===== config.mk =====
export PLATFORM = sky130hd
export DESIGN_NAME = i2c_diag_target
export DESIGN_NICKNAME = d
export VERILOG_FILES = /design/src/rtl/diag_i2c_pkg.sv /design/src/rtl/i2c_line_filter.sv /design/src/rtl/i2c_diag_target.sv
export SDC_FILE = /design/constraint.sdc
export NUM_CORES = 1
export LEC_CHECK = 0
export ABC_AREA = 1
export CAP_MARGIN = 20
export CORE_MARGIN = 2
export CORE_UTILIZATION = 40
export DETAILED_ROUTE_END_ITERATION = 16
export PLACE_DENSITY = 0.62
export SYNTH_ARGS = -nofsm -noshare
export SYNTH_HDL_FRONTEND = slang
export SYNTH_SLANG_ARGS = --single-unit

===== constraint.sdc =====
create_clock -name clk -period 4.6 [get_ports clk]
set_clock_uncertainty 0.05 [all_clocks]
set_input_delay 0.46 -clock clk [delete_from_list [all_inputs] [get_ports clk]]
set_output_delay 0.46 -clock clk [all_outputs]
set_load 0.05 [all_outputs]

===== src/rtl/diag_i2c_pkg.sv =====
// diag_i2c_pkg: shared constants and FSM states for the diagnostic I2C page/value link
package diag_i2c_pkg;
    typedef enum logic [2:0] {
        ST_IDLE,
        ST_ADDR,
        ST_ADDR_ACK,
        ST_DATA,
        ST_DATA_ACK,
        ST_IGNORE
    } state_t;
    localparam logic [6:0] DIAG_I2C_ADDR    = 7'h5D;
    localparam int         DIAG_FRAME_BYTES = 3;
endpackage


===== src/rtl/i2c_line_filter.sv =====
// i2c_line_filter: 2-flop synchronizer plus FILT_LEN-sample agreement filter with edge flags
module i2c_line_filter #(
    parameter int FILT_LEN = 3
) (
    input  logic clk,
    input  logic ext_reset,
    input  logic i_pad,
    output logic o_lvl,
    output logic o_rise,
    output logic o_fall
);
    logic [1:0] r_sync;
    logic [2:0] r_cnt;
    logic       r_lvl, r_rise, r_fall;
    logic       w_upd;
    assign w_upd  = (r_sync[1] != r_lvl) && (r_cnt == 3'(FILT_LEN - 1));
    assign o_lvl  = r_lvl;
    assign o_rise = r_rise;
    assign o_fall = r_fall;
    always_ff @(posedge clk or negedge ext_reset) begin
        if (!ext_reset) begin
            r_sync <= 2'b11;
            r_cnt  <= '0;
            r_lvl  <= 1'b1;
            r_rise <= 1'b0;
            r_fall <= 1'b0;
        end else begin
            r_sync <= {r_sync[0], i_pad};
            r_rise <= w_upd && r_sync[1];
            r_fall <= w_upd && !r_sync[1];
            r_cnt  <= (r_sync[1] == r_lvl || w_upd) ? 3'd0 : r_cnt + 3'd1;
            if (w_upd)
                r_lvl <= r_sync[1];
        end
    end
endmodule


===== src/rtl/i2c_diag_target.sv =====
// i2c_diag_target: I2C write-only target decoding 3-byte page/value diag frames
module i2c_diag_target
    import diag_i2c_pkg::*;
#(
    parameter logic [6:0] I2C_ADDR = DIAG_I2C_ADDR,
    parameter int         FILT_LEN = 3
) (
    input  logic        clk,
    input  logic        ext_reset,
    input  logic        scl_in,
    input  logic        sda_in,
    output logic        sda_oe,
    output logic        rx_valid,
    output logic [7:0]  rx_page,
    output logic [15:0] rx_value,
    output logic        frame_err,
    output logic        busy,
    output logic [15:0] frame_cnt,
    output logic [15:0] err_cnt
);
    localparam logic [1:0] NB = 2'(DIAG_FRAME_BYTES);
    state_t          r_state, w_next;
    logic [6:0]      r_shift;
    logic [2:0]      r_bitcnt;
    logic [1:0]      r_idx;
    logic [2:0][7:0] r_buf;
    logic            r_overlong, r_nack, r_slot, r_sda_oe, r_valid, r_err;
    logic [7:0]      r_page;
    logic [15:0]     r_value, r_frame_cnt, r_err_cnt;
    logic            w_scl, w_scl_rise, w_scl_fall, w_sda, w_sda_rise, w_sda_fall;
    logic            w_start, w_stop, w_last, w_in_data, w_addressed, w_partial, w_good, w_ack_st;
    logic            w_ok, w_err;
    logic [7:0]      w_shift;
    i2c_line_filter #(.FILT_LEN(FILT_LEN)) u_scl (
        .clk(clk), .ext_reset(ext_reset), .i_pad(scl_in),
        .o_lvl(w_scl), .o_rise(w_scl_rise), .o_fall(w_scl_fall)
    );
    i2c_line_filter #(.FILT_LEN(FILT_LEN)) u_sda (
        .clk(clk), .ext_reset(ext_reset), .i_pad(sda_in),
        .o_lvl(w_sda), .o_rise(w_sda_rise), .o_fall(w_sda_fall)
    );
    assign w_start     = w_sda_fall && w_scl;
    assign w_stop      = w_sda_rise && w_scl;
    assign w_shift     = {r_shift, w_sda};
    assign w_last      = w_scl_rise && (r_bitcnt == 3'd7);
    assign w_in_data   = (r_state == ST_DATA) || (r_state == ST_DATA_ACK);
    assign w_addressed = w_in_data || (r_state == ST_ADDR_ACK);
    assign w_ack_st    = (r_state == ST_ADDR_ACK) || (r_state == ST_DATA_ACK);
    // the SCL rise that precedes any STOP/Sr is always counted as one bit, so a byte is partial only past it
    assign w_partial   = r_bitcnt > 3'd1;
    assign w_good      = w_in_data && (r_idx == NB) && !r_overlong && !w_partial;
    assign sda_oe      = r_sda_oe;
    assign rx_valid    = r_valid;
    assign frame_err   = r_err;
    assign rx_page     = r_page;
    assign rx_value    = r_value;
    assign frame_cnt   = r_frame_cnt;
    assign err_cnt     = r_err_cnt;
    assign busy        = r_state != ST_IDLE;
    always_comb begin
        w_next = r_state;
        w_ok   = 1'b0;
        w_err  = 1'b0;
        if (w_stop) begin
            w_next = ST_IDLE;
            w_ok   = w_addressed && w_good;
            w_err  = w_addressed && !w_good;
        end else if (w_start) begin
            w_next = ST_ADDR;
            w_err  = w_in_data && (r_idx != 2'd0 || w_partial);
        end else begin
            case (r_state)
                ST_ADDR:     if (w_last) w_next = (w_shift == {I2C_ADDR, 1'b0}) ? ST_ADDR_ACK : ST_IGNORE;
                ST_DATA:     if (w_last) w_next = ST_DATA_ACK;
                ST_ADDR_ACK,
                ST_DATA_ACK: if (w_scl_fall && r_slot) w_next = ST_DATA;
                default:     w_next = r_state;
            endcase
        end
    end
    always_ff @(posedge clk or negedge ext_reset) begin
        if (!ext_reset) begin
            r_state     <= ST_IDLE;
            r_shift     <= '0;
            r_bitcnt    <= '0;
            r_idx       <= '0;
            r_buf       <= '0;
            r_overlong  <= 1'b0;
            r_nack      <= 1'b0;
            r_slot      <= 1'b0;
            r_sda_oe    <= 1'b0;
            r_valid     <= 1'b0;
            r_err       <= 1'b0;
            r_page      <= '0;
            r_value     <= '0;
            r_frame_cnt <= '0;
            r_err_cnt   <= '0;
        end else begin
            r_state <= w_next;
            r_valid <= w_ok;
            r_err   <= w_err;
            if (w_ok) begin
                r_page      <= r_buf[0];
                r_value     <= {r_buf[1], r_buf[2]};
                r_frame_cnt <= r_frame_cnt + 16'd1;
            end
            if (w_err)
                r_err_cnt <= r_err_cnt + 16'd1;
            if (w_start || w_stop) begin
                r_bitcnt   <= '0;
                r_idx      <= '0;
                r_overlong <= 1'b0;
                r_nack     <= 1'b0;
                r_slot     <= 1'b0;
                r_sda_oe   <= 1'b0;
            end else begin
                if (w_scl_rise && (r_state == ST_ADDR || r_state == ST_DATA)) begin
                    r_shift  <= w_shift[6:0];
                    r_bitcnt <= r_bitcnt + 3'd1;
                end
                if (r_state == ST_DATA && w_last) begin
                    r_nack <= r_idx == NB;
                    if (r_idx == NB)
                        r_overlong <= 1'b1;
                    else begin
                        r_buf[r_idx] <= w_shift;
                        r_idx        <= r_idx + 2'd1;
                    end
                end
                if (w_ack_st && w_scl_fall) begin
                    r_slot   <= !r_slot;
                    r_sda_oe <= !r_slot && !(r_state == ST_DATA_ACK && r_nack);
                end
            end
        end
    end
endmodule


**Word-level counts from Yosys, hierarchy flattened**

Cells that the tools add are included.

- Flip-flop bits (word level): 117
- Input bits: 4
- Output and inout bits: 60
- Logic and storage cells: 134

- Order comparisons: 3
- Bitwise operators: 2
- Mux-type cells: 29
- Add/subtract/negate cells: 6
- Reductions and logical operators: 50
- Equal/unequal tests: 17

Operators with widths:

| operator | count |
|---|---|
| $add 16x1->16 const B | 2 |
| $mux 3 | 10 |
| $bwmux 24 | 1 |
| $logic_and 1x1->1 | 22 |
| $demux 8 s2 | 1 |
| $eq 3x2->1 const B | 4 |
| $mux 1 | 12 |
| $ne 4x4->1 const B | 3 |
| $reduce_bool 2->1 | 5 |
| $add 3x1->3 const B | 3 |
| $pmux 3 s3 | 1 |
| $eq 8x8->1 const B | 1 |
| $logic_or 1x1->1 | 8 |
| $mux 8 | 1 |
| $logic_not 1->1 | 7 |
| $eq 3x3->1 const B | 2 |
| $mux 2 | 3 |
| $reduce_and 2->1 | 3 |
| $reduce_bool 5->1 | 1 |
| $reduce_and 4->1 | 1 |
| $eq 3x1->1 const B | 1 |
| $gt 3x1->1 const B | 1 |
| $lt 2x3->1 const B | 1 |
| $reduce_and 3->1 | 1 |
| 9 further kinds | 12 |

**Longest topological paths before layout**

- Depth after elaboration: 8
- Mapped depth: 10

**Hierarchy**

Synthesis repeated with hierarchy kept, for this count alone.

- Cells, all modules: 635
- Area, all modules: 5470.2 um2

By module, submodules not included:

| module | area an instance (um2) | cells an instance | seq. area each (um2) | instances |
|---|---|---|---|---|
| i2c_diag_target | 4857.2 | 583 | 2527.4 | 1 |
| i2c_line_filter | 306.5 | 26 | 203.9 | 2 |

**Least setup slack after synthesis**

No wires, ideal clock.

- Path type: flip-flop to flip-flop
- From: register r_err_cnt[0] (netlist: err_cnt[0])
- To: register r_err_cnt[14] (netlist: err_cnt[14])
- Arrival: 1600 ps
- Slack: 2831 ps
- Path buffers: 0
- Stages on the path, launching flop included: 9
- Required time: 4431 ps
- Cells stage by stage: dfrtp_1 > ha_1 > nand3_1 > nor2_1 > nand3_1 > nand2_1 > nand2_1 > nand2_1 > nand2_1

- Longest elaborated chain between the ends: 1

RTL lines:

| element | line | text |
|---|---|---|
| start, declared | i2c_diag_target.sv:29 | `logic [15:0] r_value, r_frame_cnt, r_err_cnt;` |
| start signal, assigned | i2c_diag_target.sv:108 | `r_err_cnt <= r_err_cnt + 16'd1;` |
| $add 16x1->16 | i2c_diag_target.sv:108 |  |

Every way passes these cells.
A chain may end at the register's enable or synchronous reset.

**Final worst setup path**

- From: register r_idx[0]
- To: register r_frame_cnt[12] (netlist: frame_cnt[12])

- Longest elaborated chain between the ends: 6

RTL lines:

| element | line | text |
|---|---|---|
| start, declared | i2c_diag_target.sv:25 | `logic [1:0] r_idx;` |
| start signal, assigned | i2c_diag_target.sv:127 | `r_idx <= r_idx + 2'd1;` |
| $eq 2x2->1 | i2c_diag_target.sv:51 | `assign w_good = w_in_data && (r_idx == NB) && !r_overlong && !w_partial;` |
| $logic_and 1x1->1 (3 in a row) | i2c_diag_target.sv:51 |  |
| $logic_and 1x1->1 | i2c_diag_target.sv:66 | `w_ok = w_addressed && w_good;` |
| $mux 1 | i2c_diag_target.sv:64 | `if (w_stop) begin` |
| end signal, assigned | i2c_diag_target.sv:105 | `r_frame_cnt <= r_frame_cnt + 16'd1;` |
| end, declared | i2c_diag_target.sv:29 |  |

Every way passes these cells.

==> impl_metrics.yaml <==
setup_path:
  worstSetupPathType: "reg -> reg"
  cpPeakStageDelay_ns: 0.77
  cp_data_arrival_time_ns: 2.85
  worst_setup_path_start_kind: "flip-flop"
  crit_path_end_kind: "flip-flop"
  critical_path_required_ns: 4.81
  crit_fanout: 45
  worst_path_max_delay_cell: "inv_2"
  crit_chain: "ha_1 -> inv_1 -> nor2_1 -> nand3_2 -> inv_2 -> o21ai_0"
layout:
  fin_util_pct: 51.7
  n_antenna_cell: 0
  layout_commonest_cell: "nand2_1"
  syn_to_final_growth_pct: 25.7
  fill_cells: 1213
  layout_common_cells: "245 x nand2_1, 111 x dfrtp_1, 62 x clkdlybuf4s50_1, 58 x inv_1, 52 x nor2_1"
  drive_gt1_share_pct: 7.59
  nets: 741
clocking:
  path_clk_slew_ns: 0.05
  cts_tree: "built"
  hold_buffers: 0
  cts_setup_buffers: 0
  numCtsBuffers: 17
  htreeDepth: 4
  cts.sinks: 117
  cts_root_buffer: "clkbuf_16"
  clockBufferDepth: 2
  cts_resized: 0
  clock_latency_ns: 0.41
floorplan:
  start_util_pct: 41.1
  rows: 42
  chipWidth_um: 121
  die_height_um: 121
  core-area_um2: 13300
  io_pins: 64
  die_area_um2: 14600
power:
  p_total_w: 0.00274
  net-switching-power_w: 0.000653
  p_int_w: 0.00209
  power_frac_comb_pct: 7.6
  clock_power_share_pct: 49.9
  irDropWorstVdd_v: 0.000325
  switching_share_pct: 23.8
  seqPwrFrac_pct: 42.5
  leakagePower_nw: 3.36
  powerDensity_nw_per_um2: 399
status:
  status: "finished, violations left"
  violations: "hold timing"
sta:
  clock.fmax_mhz: 380
  setup_tns_ns: 0
  worst_pin_slew_ns: 0.870
  hold_slack_ns: -0.0175
  finalWorstSetupSlack_ns: 1.97
  grt_setup_unrepaired: "false"
  setup_violations: 0
  min_period_ns: 2.63
  hold_viol_final: 12
  slew_headroom_pct: 41.9
  period_share_pct: 57.3
  slew_viol_final: 0
global_routing:
  busiest_layer: "met2"
  grt_usage_pct: 17.6
  met3_usage_pct: 4.42
  grt_antenna_before_repair: 0
  grt_pass1_vias: 4365
  grt-ovfl-total: 0
  grt_pass1_wl_um: 20400
  grt_max_degree: 87
  grt.met1_usage_pct: 22.8
  globalRouteMet2Util_pct: 28.4
logic_synthesis:
  synthCells: 657
  syn_avg_cell_area_um2: 8.32
  synthFlopType: "dfrtp_1"
  synth_edf_count: 0
  ys_warn_count: 0
  syn_area_um2: 5470
  synth-seq-cells: 117
  syn_nets: 673
  seq_area_frac_synth_pct: 53.7
  synth-async-reset-ratio_pct: 100
  yosysUniqueCellTypes: 28
place:
  gp_congestion: 0.871
  pre_cts_slack_ns: 1.91
  dpl.hpwl_um: 7930
  io_buffer_count: 63
routing:
  wl_per_cell_um: 12.8
  drc_errors: 0
  via_per_inst: 4.85
  antenna_left: 0
  first_pass_iters: 4
  vias: 4431
  drtIter0Drc: 279
  routed_wl_um: 11700
min_path:
  hold_class: "in -> async"
flow_run:
  maxCapViolations: 0
-- path summary, 6_finish.rpt --
path,from,endpoint,slack (ns),cells after the start
setup reg to reg,r_idx[0]$_DFFE_PN0P_,frame_cnt[12]$_DFFE_PN0P_,1.97,6
hold / removal,ext_reset,frame_cnt[9]$_DFFE_PN0P_,-0.02,1
setup / recovery,r_idx[0]$_DFFE_PN0P_,frame_cnt[12]$_DFFE_PN0P_,1.97,6
min in group clk,u_sda.r_sync[0]$_DFF_PN1_,u_sda.r_sync[1]$_DFF_PN1_,0.30,0
max in group asynchronous,ext_reset,u_scl.o_lvl$_DFFE_PN1P_,3.64,2
hold reg to reg,u_sda.r_sync[0]$_DFF_PN1_,u_sda.r_sync[1]$_DFF_PN1_,0.30,0
-- logic make-up after synthesis --
kind of cell,share of synthesized area [%]
adder cells (fa/ha/maj),2.75
buffers and inverters,5.83
AND/OR/NAND/NOR,28.8
multiplexers,0.206
AO/OA/AOI/OAI,5.10
XOR/XNOR,3.68
flip-flops,53.7
-- power by group through the flow --
stage / combinational [W] / clock, W / sequential (W)
after global placement: 0.000199 / 0 / 0.00118
after global routing: 0.000242 / 0.00145 / 0.00118
after detailed placement: 0.000210 / 0 / 0.00118
after CTS: 0.000211 / 0.00139 / 0.00116
after floorplan: 0.000139 / 0 / 0.00117
final: 0.000208 / 0.00137 / 0.00116
-- area by class of cell --
class / count / area [um2] / share of cell area, %
Sequential cell: 117 / 2940 / 42.7
Multi-Input combinational cell: 463 / 2210 / 32.2
Timing Repair Buffer: 65 / 656 / 9.53
Clock buffer: 24 / 502 / 7.30
Inverter: 61 / 229 / 3.33
Tap cell: 176 / 220 / 3.20
Clock inverter: 8 / 120 / 1.75
-- metrics by stage --
stage | area [um2] | instances
3_3_place_gp | 6230 | 881
2_1_floorplan | 5470 | 657
5_1_grt | 6880 | 914
3_5_place_dp | 6230 | 881
6_report | 6880 | 914
4_1_cts | 6860 | 913
-- synthesized netlist by cell type, types with 6 or more instances --
cell type / n / area [um2]
nand3_1: 42 / 210
buf_2: 6 / 30.0
ha_1: 12 / 150
o21ai_1: 7 / 35.0
dfrtp_1: 111 / 2780
nor3_1: 9 / 45.0
xnor2_1: 9 / 78.8
dfstp_2: 6 / 158
o21ai_0: 45 / 225
inv_1: 58 / 218
nand2_1: 245 / 920
xor2_1: 14 / 123
nor2_1: 52 / 195
nand4_1: 8 / 50.1
-- metal layers --
layer,vias to the layer above,routed length [um]
li1,2203,-
met1,2137,5370
met2,80,5760
met3,11,433
met4,0,117
met5,-,0
-- critical path: cells and delay by family (launching register included) --
family | cells | cell delay, ns
AOI/OAI and AO/OA | 1 | 0.15
adders and majority gates | 1 | 0.18
buffers and inverters | 2 | 0.86
DFF | 1 | 0.38
and+or+nand+nor | 2 | 0.86
-- registers in the layout (all words and copies together) (netlist names), 2 cells and up --
register      flops
err_cnt          16
frame_cnt        16
r_bitcnt          3
r_buf            24
r_idx             2
r_shift           7
r_state           3
rx_page           8
rx_value         16
u_scl.r_cnt       3
u_scl.r_sync      2
u_sda.r_cnt       3
u_sda.r_sync      2
(Power assumes the default switching activity.)
